`src/rtl/acq_controller.sv`:
```
// Acquisition sequencer: turns command pulses into sample-memory writes,
// either zero-filling the memory or capturing decimated ADC samples.
module acq_controller #(
  parameter int DATA_SIZE  = 8,
  parameter int ADDR_SIZE  = 10,
  parameter int MEM_DEPTH  = 1024,
  parameter int PARAM_SIZE = 4
) (
  input  logic                  i_clock,
  input  logic                  i_reset_n,
  input  logic                  i_cmd_reset,
  input  logic                  i_cmd_sample,
  input  logic                  i_cmd_set_decim,
  input  logic                  i_cmd_clean_mem,
  input  logic [PARAM_SIZE-1:0] i_cmd_param,
  input  logic [DATA_SIZE-1:0]  i_sample_data,
  input  logic                  i_sample_valid,
  output logic                  o_mem_we,
  output logic [ADDR_SIZE-1:0]  o_mem_addr,
  output logic [DATA_SIZE-1:0]  o_mem_data,
  output logic [PARAM_SIZE-1:0] o_decim,
  output logic                  o_busy,
  output logic                  o_done,
  output logic                  o_error
);

  typedef enum logic [1:0] {IDLE, CLEAN, CAPTURE, DONE} state_t;

  localparam logic [ADDR_SIZE-1:0] LAST = ADDR_SIZE'(MEM_DEPTH - 1);

  state_t                state, state_nx;
  logic [ADDR_SIZE-1:0]  addr, addr_nx, waddr_nx;
  logic [PARAM_SIZE-1:0] decim_nx, dcnt, dcnt_nx;
  logic [DATA_SIZE-1:0]  wdata_nx;
  logic                  we_nx, busy_nx, done_nx, err_nx;
  logic                  cmd_any;

  // Non-reset commands: only meaningful in IDLE, an error elsewhere.
  assign cmd_any = i_cmd_clean_mem | i_cmd_sample | i_cmd_set_decim;

  always_comb begin
    state_nx = state;
    addr_nx  = addr;
    decim_nx = o_decim;
    dcnt_nx  = dcnt;
    waddr_nx = addr;
    wdata_nx = '0;
    we_nx    = 1'b0;
    busy_nx  = (state == CLEAN) || (state == CAPTURE);
    done_nx  = 1'b0;
    err_nx   = 1'b0;
    if (i_cmd_reset) begin
      state_nx = IDLE;
      addr_nx  = '0;
      dcnt_nx  = '0;
      decim_nx = '0;
      busy_nx  = 1'b0;
    end else begin
      unique case (state)
        IDLE: begin
          if (i_cmd_clean_mem) begin
            addr_nx  = '0;
            state_nx = CLEAN;
          end else if (i_cmd_sample) begin
            addr_nx  = '0;
            dcnt_nx  = '0;
            state_nx = CAPTURE;
          end else if (i_cmd_set_decim) begin
            decim_nx = i_cmd_param;
          end
        end
        CLEAN: begin
          err_nx = cmd_any;
          we_nx  = 1'b1;
          if (addr == LAST) state_nx = DONE;
          else              addr_nx  = addr + 1'b1;
        end
        CAPTURE: begin
          err_nx = cmd_any;
          if (i_sample_valid) begin
            if (dcnt == '0) begin
              we_nx    = 1'b1;
              wdata_nx = i_sample_data;
              dcnt_nx  = o_decim;
              if (addr == LAST) state_nx = DONE;
              else              addr_nx  = addr + 1'b1;
            end else begin
              dcnt_nx = dcnt - 1'b1;
            end
          end
        end
        DONE: begin
          err_nx   = cmd_any;
          done_nx  = 1'b1;
          state_nx = IDLE;
        end
        default: state_nx = IDLE;
      endcase
    end
  end

  // Every output is the registered copy of this cycle's decision.
  always_ff @(posedge i_clock or negedge i_reset_n) begin
    if (!i_reset_n) begin
      state      <= IDLE;
      addr       <= '0;
      dcnt       <= '0;
      o_decim    <= '0;
      o_mem_we   <= 1'b0;
      o_mem_addr <= '0;
      o_mem_data <= '0;
      o_busy     <= 1'b0;
      o_done     <= 1'b0;
      o_error    <= 1'b0;
    end else begin
      state      <= state_nx;
      addr       <= addr_nx;
      dcnt       <= dcnt_nx;
      o_decim    <= decim_nx;
      o_mem_we   <= we_nx;
      o_mem_addr <= waddr_nx;
      o_mem_data <= wdata_nx;
      o_busy     <= busy_nx;
      o_done     <= done_nx;
      o_error    <= err_nx;
    end
  end

endmodule

```
`config.mk`:
```
export PLATFORM = sky130hd
export DESIGN_NAME = acq_controller
export DESIGN_NICKNAME = d
export VERILOG_FILES = /design/src/rtl/acq_controller.sv
export SDC_FILE = /design/constraint.sdc
export NUM_CORES = 1
export LEC_CHECK = 0
export ABC_CLOCK_PERIOD_IN_PS = 2300
export BUFFER_PORTS_ARGS = -buffer_cell sky130_fd_sc_hd__buf_2
export CAP_MARGIN = 30
export CORE_UTILIZATION = 52
export CTS_CLUSTER_DIAMETER = 30
export CTS_CLUSTER_SIZE = 25
export DETAILED_ROUTE_END_ITERATION = 8
export PLACE_DENSITY = 0.78
export SLEW_MARGIN = 40
export SYNTH_ARGS = -nofsm -noshare
export SYNTH_HDL_FRONTEND = slang
export SYNTH_SLANG_ARGS = --single-unit
```
`constraint.sdc`:
```
create_clock -name i_clock -period 2.3 [get_ports i_clock]
set_input_delay 0 -clock i_clock [delete_from_list [all_inputs] [get_ports i_clock]]
set_output_delay 0 -clock i_clock [all_outputs]
set_load 0.02 [all_outputs]
```
* Word-level counts from Yosys, hierarchy flattened
Index checks and enable logic that the tools add are counted.
Storage, ports and cells: word-level logic and storage cells 75, flip-flop bits (word level) 42, output and inout port bits 26, bits of input ports 19
Operators by class: add/sub/neg operators 2, reductions and logical operators 12, multiplexer cells 38, eq/ne operators 11, bitwise logic cells 2
Operators with widths (number):
- $mux W10 | 6
- $mux W4 | 10
- $mux W8 | 4
- $pmux W10 S3 | 1
- $mux W2 | 6
- $reduce_and A4 Y1 | 3
- $add A10 B1 Y10 const B | 1
- $eq A10 B10 Y1 const B | 1
- $ne A3 B3 Y1 const B | 3
- $mux W1 | 8
- $pmux W2 S4 | 1
- $pmux W4 S2 | 1
- $eq A2 B2 Y1 const B | 2
- $logic_not A4 Y1 | 1
- $ne A2 B2 Y1 const B | 2
- $ne A4 B4 Y1 const B | 1
- $reduce_bool A2 Y1 | 2
- $reduce_bool A4 Y1 | 1
- $sub A4 B1 Y4 const B | 1
- $ne A3 B2 Y1 const B | 1
- $reduce_and A3 Y1 | 1
- $reduce_bool A3 Y1 | 1
- $reduce_or A3 Y1 | 1
- $eq A2 B1 Y1 const B | 1
- other kinds (4) | 5

* Longest topological paths before layout
depth in word-level cells 6, gate-level depth with buffers 8, depth with buffers taken out 7

* Worst setup path after synthesis
OpenSTA, ideal clock, no wires.
kind register to register, from reg state[0], to reg addr[0], path buffers 0, data arrival time 1687 ps, data required time 2175 ps, setup slack 488 ps, stages on the path, launching flop included 7, clock period less this slack 1812 ps, library setup time 125 ps, path through dfrtp_1 -> inv_1 -> ha_1 -> or3_1 -> a21oi_2 -> nor3_2 -> mux2_4
Between the ends: longest elaborated chain between the ends 3, elaborated cells between the ends (all ways) 10, those cells by class eq/ne: 5; mux: 2; reduce/logical: 3
RTL lines:
- start: declaration | line 31 | state_t state, state_nx;
- start signal: assignment | line 116 | state <= state_nx;
- $eq A2 B2 Y1, or another cell as far along | line 59 | unique case (state)
- $ne A3 B2 Y1 (no line), or another cell as far along
- $reduce_and A4 Y1 (no line) or $mux W10 (tied branches)
- end signal: assignment | line 117 | addr <= addr_nx;
- end: declaration | line 32 | logic [ADDR_SIZE-1:0] addr, addr_nx, waddr_nx;
Parallel ways exist; a longest one is shown, timed or not. A chain may end at the register's enable or synchronous reset.

* Worst setup path after layout
from reg state[0], to reg o_decim[2]
Between the ends: longest elaborated chain between the ends 3
RTL lines:
- $logic_not A2 Y1 | line 59
- $reduce_bool A2 Y1 (no line)
- $reduce_and A4 Y1 (no line)
- end signal: assignment | line 119 | o_decim <= decim_nx;
- end: declaration | line 21 | output logic [PARAM_SIZE-1:0] o_decim,
Every way passes these cells.

==> flow_metrics.env <==
export IMPL_status="complete, no violations"
export IMPL_clkTransAtPathRegs_ns=0.13
export IMPL_power_density_mw_per_mm2=800
export IMPL_path_class="flip-flop to flip-flop"
export IMPL_arrival_ns=2.39
export IMPL_cap_violations=0
export IMPL_period_share=0.928
export IMPL_final_nets=269
export IMPL_clock_latency_ns=0.36
export IMPL_rsz0062_at_grt="no"
export IMPL_routed_wl_mm=4.21
export IMPL_cp_end_kind="flip-flop"
export IMPL_synth_cells=173
export IMPL_cts_sinks=42
export IMPL_ir_drop_v=0.000703
export IMPL_rr_worst_depth=6
export IMPL_ys_seq_area_frac=0.553
export IMPL_dieHeight_um=62.4
export IMPL_htree_num_levels=2
export IMPL_place_gp_congestion=0.853
export IMPL_wl_per_cell_um=14.5
export IMPL_syn_nets=199
export IMPL_p_leak_uw=0.00125
export IMPL_worstPathRequired_ns=2.55
export IMPL_synth_edf_count=0
export IMPL_crit_path_max_fanout=9
export IMPL_grt_max_degree=43
export IMPL_hold_viol_final=0
export IMPL_grtUsageTotal=0.243
export IMPL_tightestPinTransition_ns=0.504
export IMPL_fin_util=0.719
export IMPL_n_antenna_cell=0
export IMPL_min_path_cells=3
export IMPL_synth_area_per_cell_um2=11.0
export IMPL_vias=1573
export IMPL_setup_tns_ns=0
export IMPL_cts_buffers=5
export IMPL_drive_above_1_share=0.258
export IMPL_fillers=257
export IMPL_rows=21
export IMPL_grt_ovfl_total=0
export IMPL_numPortBuffers=44
export IMPL_async_flop_share=1.00
export IMPL_grt_pass1_vias=1563
export IMPL_clock_skew_ns=0.0160
export IMPL_cts_root_buf="clkbuf_4"
export IMPL_critPathLaunchType="flip-flop"
export IMPL_yosys_warnings=0
export IMPL_detail_route_iter0_violations=37
export IMPL_grt_pass1_wl_mm=7.26
export IMPL_min_period_ns=2.13
export IMPL_dp_hpwl_mm=2.61
export IMPL_hp_class="input pin to flip-flop"
export IMPL_clock_path_buffers=2
export IMPL_tritoncts="yes"
export IMPL_setup_viol=0
export IMPL_slew_headroom=0.664
export IMPL_max_freq_ghz=0.469
export IMPL_synth_cell_types=40
export IMPL_drtAntennaViolNets=0
export IMPL_ios=45
export IMPL_dieArea_mm2=0.00390
export IMPL_antenna_found_initial=0
export IMPL_final_max_slew_viol_count=0
export IMPL_postCtsSetupRepairBufs=0
export IMPL_initial_core_util=0.556
export IMPL_synthFlopType="dfrtp_1"
export IMPL_final_cell_mix="buf_2 (43), dfrtp_1 (42), dlygate4sd3_1 (22)"
export IMPL_ys_seq_elements=42
export IMPL_drt_pass1_iterations=4
export IMPL_drc_errors=0
export IMPL_via_per_inst=5.42
export IMPL_die_w_um=62.4
export IMPL_syn_cell_area_mm2=0.00190
export IMPL_area_growth_synth_to_final_pct=29.2
export IMPL_final_common_cell="buf_2"
export IMPL_core_area_mm2=0.00342
routing by layer:
layer / routed length, um / up-vias / global-route usage
met4: 86 / 0 / 0.0872
met2: 2140 / 55 / 0.412
met1: 1780 / 759 / 0.304
met5: 0 / - / 0
met3: 205 / 10 / 0.0547
li1: - / 749 / -
through the flow:
step           power [uW]  setup slack (ns)  hold slack, ns  std cells  area [um^2]
6_report             1960             0.166          0.0276        290         2450
3_5_place_dp         1500             0.268         0.00548        260         2170
3_3_place_gp         1470             0.390           0.157        260         2160
4_1_cts              1930            0.0940          0.0206        290         2450
2_1_floorplan        1340             0.488          -0.296        173         1900
5_1_grt              2080            0.0270          0.0753        290         2450
sequential cells by signal, summed over array words and instances, names as in the netlist:
| signal | count |
|---|---|
| addr | 10 |
| o_error | 1 |
| o_mem_we | 1 |
| o_busy | 1 |
| o_done | 1 |
| o_decim | 4 |
| dcnt | 4 |
| o_mem_data | 8 |
| o_mem_addr | 10 |
| state | 2 |
cell usage after synthesis (2+ instances only):
library cell | count | area [um^2]
dfrtp_1 | 42 | 1050
nor2_1 | 17 | 63.8
a21oi_1 | 11 | 55.1
and2_1 | 10 | 62.6
nand2_1 | 10 | 37.5
inv_1 | 8 | 30.0
o21ai_0 | 8 | 40.0
ha_1 | 7 | 87.6
mux2i_1 | 5 | 50.1
nand3_1 | 5 | 25.0
nor3_1 | 5 | 25.0
o31ai_1 | 5 | 37.5
a31oi_1 | 4 | 25.0
and3_1 | 4 | 25.0
a21o_1 | 2 | 15.0
a22o_1 | 2 | 17.5
clkbuf_1 | 2 | 7.51
nand2b_1 | 2 | 12.5
o21ai_1 | 2 | 10.0
or3_1 | 2 | 12.5
final cells by class:
class	count	area [um^2]	area share
Clock inverter	2	12.5	0.00510
Inverter	8	30.0	0.0122
Multi-Input combinational cell	119	802	0.327
Timing Repair Buffer	67	450	0.183
Clock buffer	6	51.3	0.0209
Tap cell	46	57.6	0.0234
Sequential cell	42	1050	0.428
power breakdown:
group | total [uW] | internal, uW | switching, uW
clock network | 393 | 147 | 246
registers | 840 | 798 | 41.4
logic | 731 | 288 | 443
total | 1960 | 1230 | 731
cell families (layout without fill, tap and decap cells):
group                      after synthesis  after routing  synth area share
muxes                                    7              7            0.0402
buffers and inverters                   12             83            0.0264
DFF                                     42             42             0.553
AOI/OAI and AO/OA                       43             43             0.153
adders and majority gates                7              7            0.0461
and+or+nand+nor                         62             62             0.181
worst max-delay path, stage by stage (launching register included):
cell and delay (ns):
dfrtp_1 0.43, inv_1 0.12, ha_2 0.29, and3_2 0.28
mux2i_1 0.25, nor2_1 0.06, dlygate4sd3_1 0.58
final timing paths:
check	endpoint	slack, ns	start
min	o_mem_we$_DFF_PN0_	0.03	i_sample_valid
max in group asynchronous	o_mem_data[4]$_DFF_PN0_	1.81	i_reset_n
min in group asynchronous	state[0]$_DFFE_PN0P_	0.14	i_reset_n
min reg2reg	o_mem_addr[1]$_DFF_PN0_	0.46	addr[1]$_DFFE_PN0P_
max reg2reg	o_decim[2]$_DFFE_PN0P_	0.17	state[0]$_DFFE_PN0P_
max	o_decim[2]$_DFFE_PN0P_	0.17	state[0]$_DFFE_PN0P_
repair_timing:
item / in CTS / in global routing
hold buffers: 22 / 0
resized for setup: 0 / 2
endpoints found under the hold margin: 58 / 0
endpoints found under the setup margin: 0 / 4
Power figures use the tool's default switching activity.
